### config.mk
export PLATFORM = sky130hd
export DESIGN_NAME = adder_operand_sequencer
export DESIGN_NICKNAME = d
export VERILOG_FILES = /design/src/rtl/adder_pkg.sv /design/src/rtl/adder_flag_calc.sv /design/src/rtl/adder_operand_sequencer.sv
export SDC_FILE = /design/constraint.sdc
export NUM_CORES = 1
export LEC_CHECK = 0
export ABC_AREA = 1
export BUFFER_PORTS_ARGS = -buffer_cell sky130_fd_sc_hd__buf_2
export CAP_MARGIN = 20
export CORE_AREA = 3 3 165 167
export CTS_CLUSTER_DIAMETER = 40
export DETAILED_ROUTE_END_ITERATION = 7
export DIE_AREA = 0 0 168 170
export PLACE_DENSITY_LB_ADDON = 0.12
export SLEW_MARGIN = 30
export SYNTH_ARGS = -nofsm -noshare
export SYNTH_HDL_FRONTEND = slang
export SYNTH_HIERARCHICAL = 1
export SYNTH_SLANG_ARGS = --single-unit
### constraint.sdc
create_clock -name CLK -period 2.15 [get_ports CLK]
set_input_delay 0 -clock CLK [delete_from_list [all_inputs] [get_ports CLK]]
set_output_delay 0 -clock CLK [all_outputs]
set_load 0.05 [all_outputs]
### src/rtl/adder_pkg.sv
// rtl/adder_pkg.sv - shared constants and flag helper for adder wrapper stages
package adder_pkg;

  localparam int ADDER_WIDTH = 64;

  localparam logic [1:0] S_IDLE   = 2'd0;
  localparam logic [1:0] S_SETTLE = 2'd1;
  localparam logic [1:0] S_HOLD   = 2'd2;

  // Returns {carry, ovf} from the operand and sum sign bits alone.
  function automatic logic [1:0] add_flags(input logic a_msb,
                                           input logic b_msb,
                                           input logic s_msb);
    logic carry;
    logic ovf;
    carry = (a_msb & b_msb) | ((a_msb ^ b_msb) & ~s_msb);
    ovf   = (a_msb == b_msb) & (s_msb != a_msb);
    return {carry, ovf};
  endfunction

endpackage

### src/rtl/adder_flag_calc.sv
// rtl/adder_flag_calc.sv - combinational carry/overflow from operand and sum MSBs
module adder_flag_calc
  import adder_pkg::*;
(
  input  logic a_msb,
  input  logic b_msb,
  input  logic s_msb,
  output logic carry,
  output logic ovf
);

  assign {carry, ovf} = add_flags(a_msb, b_msb, s_msb);

endmodule

### src/rtl/adder_operand_sequencer.sv
// rtl/adder_operand_sequencer.sv - handshaked operand/result stage around an external combinational adder
module adder_operand_sequencer
  import adder_pkg::*;
#(
  parameter int WIDTH         = ADDER_WIDTH,
  parameter int SETTLE_CYCLES = 2,
  parameter int CNT_WIDTH     = 32
) (
  input  logic                 CLK,
  input  logic                 RST_N,
  input  logic                 IN_VALID,
  output logic                 IN_READY,
  input  logic [WIDTH-1:0]     IN_A,
  input  logic [WIDTH-1:0]     IN_B,
  output logic [WIDTH-1:0]     ADD_A,
  output logic [WIDTH-1:0]     ADD_B,
  input  logic [WIDTH-1:0]     ADD_SUM,
  output logic                 OUT_VALID,
  input  logic                 OUT_READY,
  output logic [WIDTH-1:0]     OUT_SUM,
  output logic                 OUT_CARRY,
  output logic                 OUT_OVF,
  output logic [CNT_WIDTH-1:0] DONE_COUNT
);

  localparam logic [3:0] SETTLE_LOAD = 4'(SETTLE_CYCLES - 1);

  logic [1:0]           state_q, state_d;
  logic [3:0]           cnt_q, cnt_d;
  logic [WIDTH-1:0]     add_a_q, add_a_d;
  logic [WIDTH-1:0]     add_b_q, add_b_d;
  logic                 out_valid_q, out_valid_d;
  logic [WIDTH-1:0]     out_sum_q, out_sum_d;
  logic                 out_carry_q, out_carry_d;
  logic                 out_ovf_q, out_ovf_d;
  logic [CNT_WIDTH-1:0] done_q, done_d;
  logic                 in_ready_c;
  logic                 flag_carry;
  logic                 flag_ovf;

  adder_flag_calc u_flag_calc (
    .a_msb (add_a_q[WIDTH-1]),
    .b_msb (add_b_q[WIDTH-1]),
    .s_msb (ADD_SUM[WIDTH-1]),
    .carry (flag_carry),
    .ovf   (flag_ovf)
  );

  // HOLD forwards OUT_READY so a consumed result can overlap the next accept.
  always_comb begin
    in_ready_c = 1'b0;
    case (state_q)
      S_IDLE:  in_ready_c = 1'b1;
      S_HOLD:  in_ready_c = OUT_READY;
      default: in_ready_c = 1'b0;
    endcase
  end

  always_comb begin
    state_d     = state_q;
    cnt_d       = cnt_q;
    add_a_d     = add_a_q;
    add_b_d     = add_b_q;
    out_valid_d = out_valid_q;
    out_sum_d   = out_sum_q;
    out_carry_d = out_carry_q;
    out_ovf_d   = out_ovf_q;
    done_d      = done_q;
    case (state_q)
      S_IDLE: begin
        if (IN_VALID) begin
          add_a_d = IN_A;
          add_b_d = IN_B;
          cnt_d   = SETTLE_LOAD;
          state_d = S_SETTLE;
        end
      end
      S_SETTLE: begin
        if (cnt_q == 4'd0) begin
          out_sum_d   = ADD_SUM;
          out_carry_d = flag_carry;
          out_ovf_d   = flag_ovf;
          out_valid_d = 1'b1;
          state_d     = S_HOLD;
        end else begin
          cnt_d = cnt_q - 4'd1;
        end
      end
      S_HOLD: begin
        if (OUT_READY) begin
          done_d      = done_q + CNT_WIDTH'(1);
          out_valid_d = 1'b0;
          if (IN_VALID) begin
            add_a_d = IN_A;
            add_b_d = IN_B;
            cnt_d   = SETTLE_LOAD;
            state_d = S_SETTLE;
          end else begin
            state_d = S_IDLE;
          end
        end
      end
      default: begin
        state_d     = S_IDLE;
        out_valid_d = 1'b0;
      end
    endcase
  end

  always_ff @(posedge CLK or negedge RST_N) begin
    if (!RST_N) begin
      state_q     <= S_IDLE;
      cnt_q       <= 4'd0;
      add_a_q     <= '0;
      add_b_q     <= '0;
      out_valid_q <= 1'b0;
      out_sum_q   <= '0;
      out_carry_q <= 1'b0;
      out_ovf_q   <= 1'b0;
      done_q      <= '0;
    end else begin
      state_q     <= state_d;
      cnt_q       <= cnt_d;
      add_a_q     <= add_a_d;
      add_b_q     <= add_b_d;
      out_valid_q <= out_valid_d;
      out_sum_q   <= out_sum_d;
      out_carry_q <= out_carry_d;
      out_ovf_q   <= out_ovf_d;
      done_q      <= done_d;
    end
  end

  assign IN_READY   = in_ready_c;
  assign ADD_A      = add_a_q;
  assign ADD_B      = add_b_q;
  assign OUT_VALID  = out_valid_q;
  assign OUT_SUM    = out_sum_q;
  assign OUT_CARRY  = out_carry_q;
  assign OUT_OVF    = out_ovf_q;
  assign DONE_COUNT = done_q;

endmodule
# Yosys cells after proc, flatten, opt, wreduce, memory -nomap -nowiden
# Cells that the tools add are included.
# Widths: inputs -> output; s select.
# word_totals
register_bits,233
latch_bits,0
mem_bits_rw,0
mem_bits_ro,0
in_bits,196
output_inout_bits,228
wordCells,55
mem_count,0
# op_classes
addsub,2
n_mul,0
div,0
order_cmp,0
eq_ne,8
n_shift,0
n_mux,19
n_bitwise,7
reduce_logical,10
# ops
operator,count
$mux 64,4
$pmux 64 s2,2
$add 32x1->32 const B,1
$mux 4,3
$pmux 4 s3,1
$reduce_and 3->1,3
$ne 2x2->1 const B,4
$mux 2,3
$pmux 2 s3,1
$reduce_and 2->1,3
$logic_not 4->1,1
$sub 4x1->4 const B,1
$and 1x1->1,3
$mux 1,3
$pmux 1 s3,1
$reduce_bool 3->1,1
$eq 2x1->1 const B,1
$eq 2x2->1 const B,1
$logic_not 2->1,1
$not 1->1,2
$pmux 1 s2,1
$reduce_bool 2->1,1
$eq 1x1->1,1
$ne 1x1->1,1
other kinds (2),2

# Logic depth before layout (Yosys ltp)
# Gate-level depths: netlist of the first run.
# logic_depth
ltp_word,3
ltp_mapped,11
mapped_depth_nobuf,9

# By module
# The synthesis of the first run kept the hierarchy.
# by_module_without_submodules
mod,n_inst,cells_per_inst,area_each_um2,seq_area_each_um2
adder_operand_sequencer,1,810,9715.6,5830.6
adder_flag_calc,1,7,38.8,0.0

# Least setup slack after synthesis of the first run
# Ideal clock, no wire load.
# synth_path
kind,reg2reg
from,register state_q[1]
to,"register add_a_q[38], in the netlist ADD_A[38]"
setup_time_ns,0.125
arrival_time_ns,1.730
t_required_ns,2.025
setup_slack_ns,0.295
path_stages_with_launch,7
path_buffers,2
synth_period_minus_slack_ns,1.855
path_cell_list,dfrtp_1 -> or2_1 -> nand2_1 -> nand2_2 -> buf_6 -> buf_6 -> mux2_4
# synth_via
elab_chain_len,3
elab_cells_between_ends,6
cone_classes,eq/ne (2); mux (1); reduce/logical (3)
# synth_lines
item,line_no,source
start: declaration,adder_operand_sequencer.sv:28,"logic [1:0] state_q, state_d;"
start signal: assignment,adder_operand_sequencer.sv:122,state_q <= state_d;
$eq 2x2->1 / $logic_not 2->1 (equally long branches),adder_operand_sequencer.sv:69,case (state_q)
$ne 2x2->1 (no source line) / $reduce_bool 2->1 (equally long branches),-,
$reduce_and 2->1 (no source line),-,
end signal: assignment,adder_operand_sequencer.sv:114,add_a_q <= '0;
end signal: assignment,adder_operand_sequencer.sv:124,add_a_q <= add_a_d;
end: declaration,adder_operand_sequencer.sv:30,"logic [WIDTH-1:0] add_a_q, add_a_d;"
# Parallel ways exist; a longest one is shown, timed or not.
# A chain may end at the register's enable or synchronous reset.

# Worst setup path in the final report of the first run
# layout_path
from,register state_q[1]
to,"register add_b_q[43], in the netlist ADD_B[43]"
# layout_via
elab_chain_len,3
elab_cells_between_ends,6
cone_classes,eq/ne (2); mux (1); reduce/logical (3)
# layout_lines
item,line_no,source
$eq 2x2->1 / $logic_not 2->1 (equally long branches),adder_operand_sequencer.sv:69,
$ne 2x2->1 (no source line) / $reduce_bool 2->1 (equally long branches),-,
$reduce_and 2->1 (no source line),-,
end signal: assignment,adder_operand_sequencer.sv:115,add_b_q <= '0;
end signal: assignment,adder_operand_sequencer.sv:125,add_b_q <= add_b_d;
end: declaration,adder_operand_sequencer.sv:31,"logic [WIDTH-1:0] add_b_q, add_b_d;"
# Parallel ways exist; a longest one is shown, timed or not.

==> results_dict.tcl, run 1 <==
set metrics [dict create \
    status "completed" \
    combPwrFrac_pct 52.0 \
    clockPowerShare_pct 21.3 \
    cts_sinks 233 \
    grt_pass1_vias 8916 \
    globalRouteTotalUtil_pct 21.3 \
    power_density_mw_per_mm2 1800 \
    setup.worst_path.end_class "register" \
    syn_area_mm2 0.00975 \
    ctsResizeCount 0 \
    drt_pass1_iterations 5 \
    synth_xor_area_share_pct 1.98 \
    postSynthAreaPerCell_um2 11.9 \
    cp-start-kind "register" \
    dieHeight_um 170 \
    drive_above_1_share_pct 43.4 \
    period_share_pct 86.1 \
    p_int_mw 14.5 \
    grt_first_pass_wirelength_mm 49.3 \
    drc_errors 0 \
    dp_hpwl_mm 20.9 \
    startpoint "state_q[1]" \
    pin_count 424 \
    antenna_left 0 \
    max_freq_mhz 540 \
    ys_ff_latch 233 \
    reg2reg_setup_slack_ns 0.30 \
    synth_cell_types 27 \
    cts_tree "done" \
    route.met3.wl_mm 2.49 \
    synthCells 817 \
    synth_top_family_by_area "multiplexers" \
    synth_top_area_share_pct 59.8 \
    yosysWarnings 6 \
    start_util_pct 37.6 \
    io_buffers 423 \
    finalCriticalPeriod_ns 1.85 \
    min_path_type "in -> async" \
    path_class "reg -> reg" \
    syn2layout_area_growth_pct 59.8 \
    place.gp.congestion 0.822 \
    p_leak_nw 8.15 \
    reg2regPathDepth 5 \
    gr-total-overflow 0 \
    antenna_found_initial 1 \
    std_cell_rows 59 \
    wl_met1_mm 12.5 \
    crit_required_ns 2.53 \
    htree_levels 2 \
    cts_buffers 38 \
    maxSlewHeadroom_pct 62.5 \
    synth-simple-area-share_pct 15.3 \
    max-clock-path-buffers 3 \
    vdd_drop_max_v 0.00136 \
    grt_max_degree 72 \
    wl_per_cell_um 17.0 \
    tightestPinTransition_ns 0.563 \
    seq_power_share_pct 26.7 \
    hold_viol_final 0 \
    synth_adder_area_share_pct 0.513 \
    rsz0062_at_grt "false" \
    slew_viol_final 0 \
    cts-root-buf "clkbuf_16" \
    routed-wl-met2_mm 15.2 \
    cp_slowest_cell "dfrtp_1" \
    critical_path.cell_chain "or2_1 -> nand2_1 -> nand2_8 -> buf_12 -> mux2_4" \
    p_sw_mw 13.6 \
    worstPathArrival_ns 2.23 \
    drtIter0Drc 345 \
    synth.top_cells.by_area "dfrtp_1 60%, mux2_4 14%, nand2_1 7.9%, mux2_2 4.7%, nand3_1 4.3%" \
    highest_layer "met4" \
    power_mw 28.1 \
    num_vias 8437 \
    crit_path_end "ADD_B[43]" \
    worstReg2RegEnd "ADD_B[43]" \
    synth_compound_area_share_pct 0.462 \
    final_common_cell "buf_2" \
    dieArea_mm2 0.0286 \
    reg2reg_from "state_q[1]" \
    finClkSkew_ns 0.0180 \
    maxCapViolCount 0 \
    swShare_pct 48.3 \
    die_width_um 168 \
    fp.coreArea_mm2 0.0259 \
    worstPathMaxFanout 37 \
    wirelength_mm 31.0 \
    slowest_delay_ns 0.42 \
    mostFrequentLayoutCells "422 x buf_2, 233 x dfrtp_1, 203 x nand2_1" \
    ys_seq_area_share_pct 59.8 \
    nets 1660 \
    finalSetupViolations 0 \
    synth_top_area_cell "dfrtp_1" \
    syn-num-nets 1017 \
    muxShareOfSynthArea_pct 18.3 \
    setup-tns-final_ns 0 \
    vias_per_cell 4.64 \
    clk_pin_slew_ns 0.05 \
    clk_latency_ns 0.50 \
]
-- worst max-delay path: cells and delay by family (launching register included) --
| kind | cells | cell delay [ns] |
|---|---|---|
| buffers and inverters | 1 | 0.28 |
| multiplexers | 1 | 0.31 |
| flip-flops | 1 | 0.42 |
| AND/OR/NAND/NOR | 3 | 0.69 |
-- cells by family after synthesis --
family,after synthesis
buf+inv,69
mux,129
simple gates,352
compound gates,8
flops,233
xor+xnor,22
fa+ha+maj,4
-- worst min path at each step --
| stage | endpoint | slack [ns] | cells after the start |
|---|---|---|---|
| after floorplan | ADD_A[0] | -0.30 | 0 |
| after global placement | DONE_COUNT[31] | 0.03 | 1 |
| after detailed placement | DONE_COUNT[31] | 0.02 | 1 |
| after CTS | DONE_COUNT[31] | 0.07 | 2 |
| after global routing | ADD_A[52] | 0.12 | 2 |
| final | DONE_COUNT[31] | 0.07 | 2 |
-- through the flow --
stage / area (um2) / hold slack (ns) / util (%) / worst slack (ns) / cells
6_report: 15600 / 0.0736 / 60.1 / 0.298 / 1820
2_1_floorplan: 9750 / -0.296 / - / 0.295 / 817
3_3_place_gp: 12400 / 0.0255 / 47.8 / 0.326 / 1561
3_5_place_dp: 12400 / 0.0238 / 47.8 / 0.320 / 1561
5_1_grt: 15600 / 0.122 / 60.1 / 0.176 / 1820
4_1_cts: 15600 / 0.0745 / 60.1 / 0.289 / 1819
-- power groups by stage --
stage,logic (mW),registers [mW],clock network (mW)
after CTS,14.7,7.46,6.12
final,14.6,7.50,5.99
after global placement,14.3,7.49,0
after global routing,15.4,7.74,6.31
after floorplan,4.18,14.0,0
after detailed placement,14.4,7.47,0
-- state kept, by name, indices dropped and copies added, names as in the netlist --
register and flops:
cnt_q 4, OUT_OVF 1, DONE_COUNT 32, OUT_SUM 64, OUT_VALID 1, ADD_A 64
state_q 2, ADD_B 64, OUT_CARRY 1
-- layer usage --
layer  up-vias  GRT usage, %
met5         -             0
met4         0          6.55
met3        59          5.90
met2       357          36.7
met1      4040          26.3
li1       3981             -
-- timing repair --
| item | 4_1_cts | 5_1_grt |
|---|---|---|
| buffers inserted | 0 | 0 |
| endpoints found under the hold margin | 428 | 0 |
| hold buffers | 194 | 0 |
-- Yosys cell counts --
| master | number |
|---|---|
| o21ai_0 | 4 |
| nor2_1 | 37 |
| clkbuf_1 | 9 |
| inv_1 | 32 |
| a21oi_1 | 2 |
| inv_2 | 1 |
| nand2_1 | 204 |
| nor2_4 | 1 |
| buf_6 | 10 |
| and2_1 | 1 |
| nand4_1 | 8 |
| nand2_2 | 1 |
| ha_1 | 4 |
| xor2_1 | 7 |
| dfrtp_1 | 233 |
| nor3_1 | 7 |
| buf_1 | 1 |
| buf_4 | 2 |
| nand3_1 | 84 |
| xnor2_1 | 15 |
| buf_2 | 14 |
| or2_1 | 1 |
| mux2_2 | 41 |
| nor2_2 | 5 |
| mux2_4 | 88 |
| o21bai_1 | 2 |
| nand3b_1 | 3 |
-- layout make-up --
| cell class | count | area [um2] |
|---|---|---|
| diodes | 1 | 2.50 |
| clock buffers | 48 | 1070 |
| clock inverters | 16 | 188 |
| fillers | 2150 | 10300 |
| inverters | 33 | 124 |
| multi-input cells | 515 | 3590 |
| flip-flops and latches | 233 | 5830 |
| well taps | 335 | 419 |
| repair buffers | 639 | 4360 |
Power figures use the tool's default switching activity.
==> inputs of run 2 (changes only) <==
Settings changed: PLACE_DENSITY from default to 0.73, PLACE_DENSITY_LB_ADDON 0.12 to default.
==> results_dict.tcl, run 2 (synthesis gave the netlist of run 1 again) <==
set metrics [dict create \
    drtIter0Drc 542 \
    postLayoutCellArea_mm2 0.0155 \
    ctsResizeCount 0 \
    drt_pass1_iterations 7 \
    grt_first_pass_wirelength_mm 50.4 \
    cts_setup_buffers 0 \
    fin_cells 1823 \
    dieHeight_um 170 \
    dieArea_mm2 0.0286 \
    setup.worst_path.end_class "register" \
    max_freq_mhz 537 \
    num_vias 8662 \
    place_inst 1563 \
    finalCriticalPeriod_ns 1.86 \
    cts_tree "done" \
    antenna_left 0 \
    min_from "IN_VALID" \
    num-fill-cells 1925 \
    hold_viol_final 0 \
    crit_required_ns 2.53 \
    grt_pass1_vias 9248 \
    maxSlewHeadroom_pct 55.4 \
    power_density_mw_per_mm2 1820 \
    wl_per_cell_um 17.7 \
    finalSetupViolations 0 \
    drc_errors 0 \
    place_area_mm2 0.0123 \
    antenna_found_initial 0 \
    clk_pin_slew_ns 0.06 \
    dp_hpwl_mm 20.3 \
    globalRouteTotalUtil_pct 21.8 \
    mostFrequentLayoutCells "422 x buf_2, 233 x dfrtp_1, 203 x nand2_1" \
    grt_max_degree 86 \
    startpoint "state_q[1]" \
    wirelength_mm 32.4 \
    finClkSkew_ns 0.0186 \
    gr-total-overflow 0 \
    worstPathArrival_ns 2.24 \
    period_share_pct 86.6 \
    slew_viol_final 0 \
    syn2layout_area_growth_pct 59.1 \
    start_util_pct 37.6 \
    htree_levels 2 \
    io_buffers 423 \
    dp_slack_ns 0.310 \
    min_path_type "in -> reg" \
    cts_sinks 233 \
    reg2reg_from "state_q[1]" \
    fp.coreArea_mm2 0.0259 \
    vdd_drop_max_v 0.00145 \
    tightestPinTransition_ns 0.668 \
    cp-start-kind "register" \
    vias_per_cell 4.75 \
    nets 1661 \
    die_width_um 168 \
    setup-tns-final_ns 0 \
    cts_buffers 37 \
    max-clock-path-buffers 3 \
    cts-root-buf "clkbuf_16" \
    pin_count 424 \
    cp_slowest_cell "dfrtp_1" \
    place.gp.congestion 0.837 \
    status "completed" \
    path_class "reg -> reg" \
    worst_path_dominant_cell_family "simple AND/OR/NAND/NOR gates" \
    antenna_cells 0 \
    final_common_cell "buf_2" \
    p_leak_nw 8.13 \
    slowest_delay_ns 0.42 \
    worst-path-buf-inv 1 \
    critical_path.cell_chain "or2_1 -> nand2_1 -> nand2_8 -> buf_12 -> mux2_4" \
    postLayoutSetupSlackWorst_ns 0.287 \
    drive_above_1_share_pct 43.5 \
    worstPathMaxFanout 39 \
    maxCapViolCount 0 \
    clk_latency_ns 0.51 \
    rsz0062_at_grt "false" \
    std_cell_rows 59 \
]
## run 2: changes by cell type in the layout (fill, tap and decap cells not counted), sizes merged
| cell | change |
|---|---|
| bufinv | -1 |
| diode | -1 |
| clkinvlp | -2 |
| inv | +1 |
| clkbuf | -1 |
| clkinv | +5 |
| buf | +2 |
## run 2: worst register-to-register path: cells and delay by family (launching register included)
family                 cells  cell delay (ns)
and+or+nand+nor            3             0.65
buffers and inverters      1             0.30
DFF                        1             0.42
muxes                      1             0.37
## run 2: power breakdown
part / total [mW] / switching, mW / leakage (nW) / internal, mW
Sequential: 7.61 / 1.24 / 2.84 / 6.37
Combinational: 14.7 / 10.5 / 4.70 / 4.22
Clock: 5.86 / 2.14 / 0.594 / 3.72
Total: 28.2 / 13.9 / 8.13 / 14.3
## run 2: final timing paths
kind / endpoint / slack (ns) / depth (start not counted)
setup reg to reg: ADD_A[55] / 0.29 / 5
hold / removal: cnt_q[2] / 0.04 / 4
max in group asynchronous: DONE_COUNT[16] / 1.33 / 3
setup / recovery: ADD_A[55] / 0.29 / 5
min in group asynchronous: ADD_B[45] / 0.10 / 2
hold reg to reg: OUT_SUM[7] / 0.47 / 2
## run 2: routing by layer
| layer | share of wire [%] | GRT usage (%) | vias to the layer above | wire length, um |
|---|---|---|---|---|
| li1 | - | - | 3983 | - |
| met5 | 0 | 0 | - | 0 |
| met2 | 51 | 38.6 | 395 | 16500 |
| met3 | 7.5 | 5.95 | 69 | 2430 |
| met4 | 3.0 | 7.11 | 0 | 971 |
| met1 | 38 | 25.9 | 4215 | 12400 |
## run 2: cell type report
cell class	count	area [um2]	area share, %
multi-input cells	515	3590	23.1
clock inverters	19	195	1.26
clock buffers	47	1050	6.74
repair buffers	641	4310	27.8
inverters	33	124	0.798
flip-flops and latches	233	5830	37.6
well taps	335	419	2.70
## run 2: timing repair
action,in CTS,in global routing
hold endpoints to repair,273,0
hold buffers,194,0
endpoints found under the setup margin,0,0
## run 2: stage by stage
| step | hold slack, ns | power [mW] | utilization [%] |
|---|---|---|---|
| after floorplan | -0.296 | 18.2 | - |
| after global placement | 0.0576 | 21.6 | 47.6 |
| after detailed placement | 0.0616 | 21.8 | 47.6 |
| after CTS | 0.0167 | 28.1 | 59.9 |
| after global routing | 0.0448 | 29.4 | 59.9 |
| final | 0.0360 | 28.2 | 59.9 |
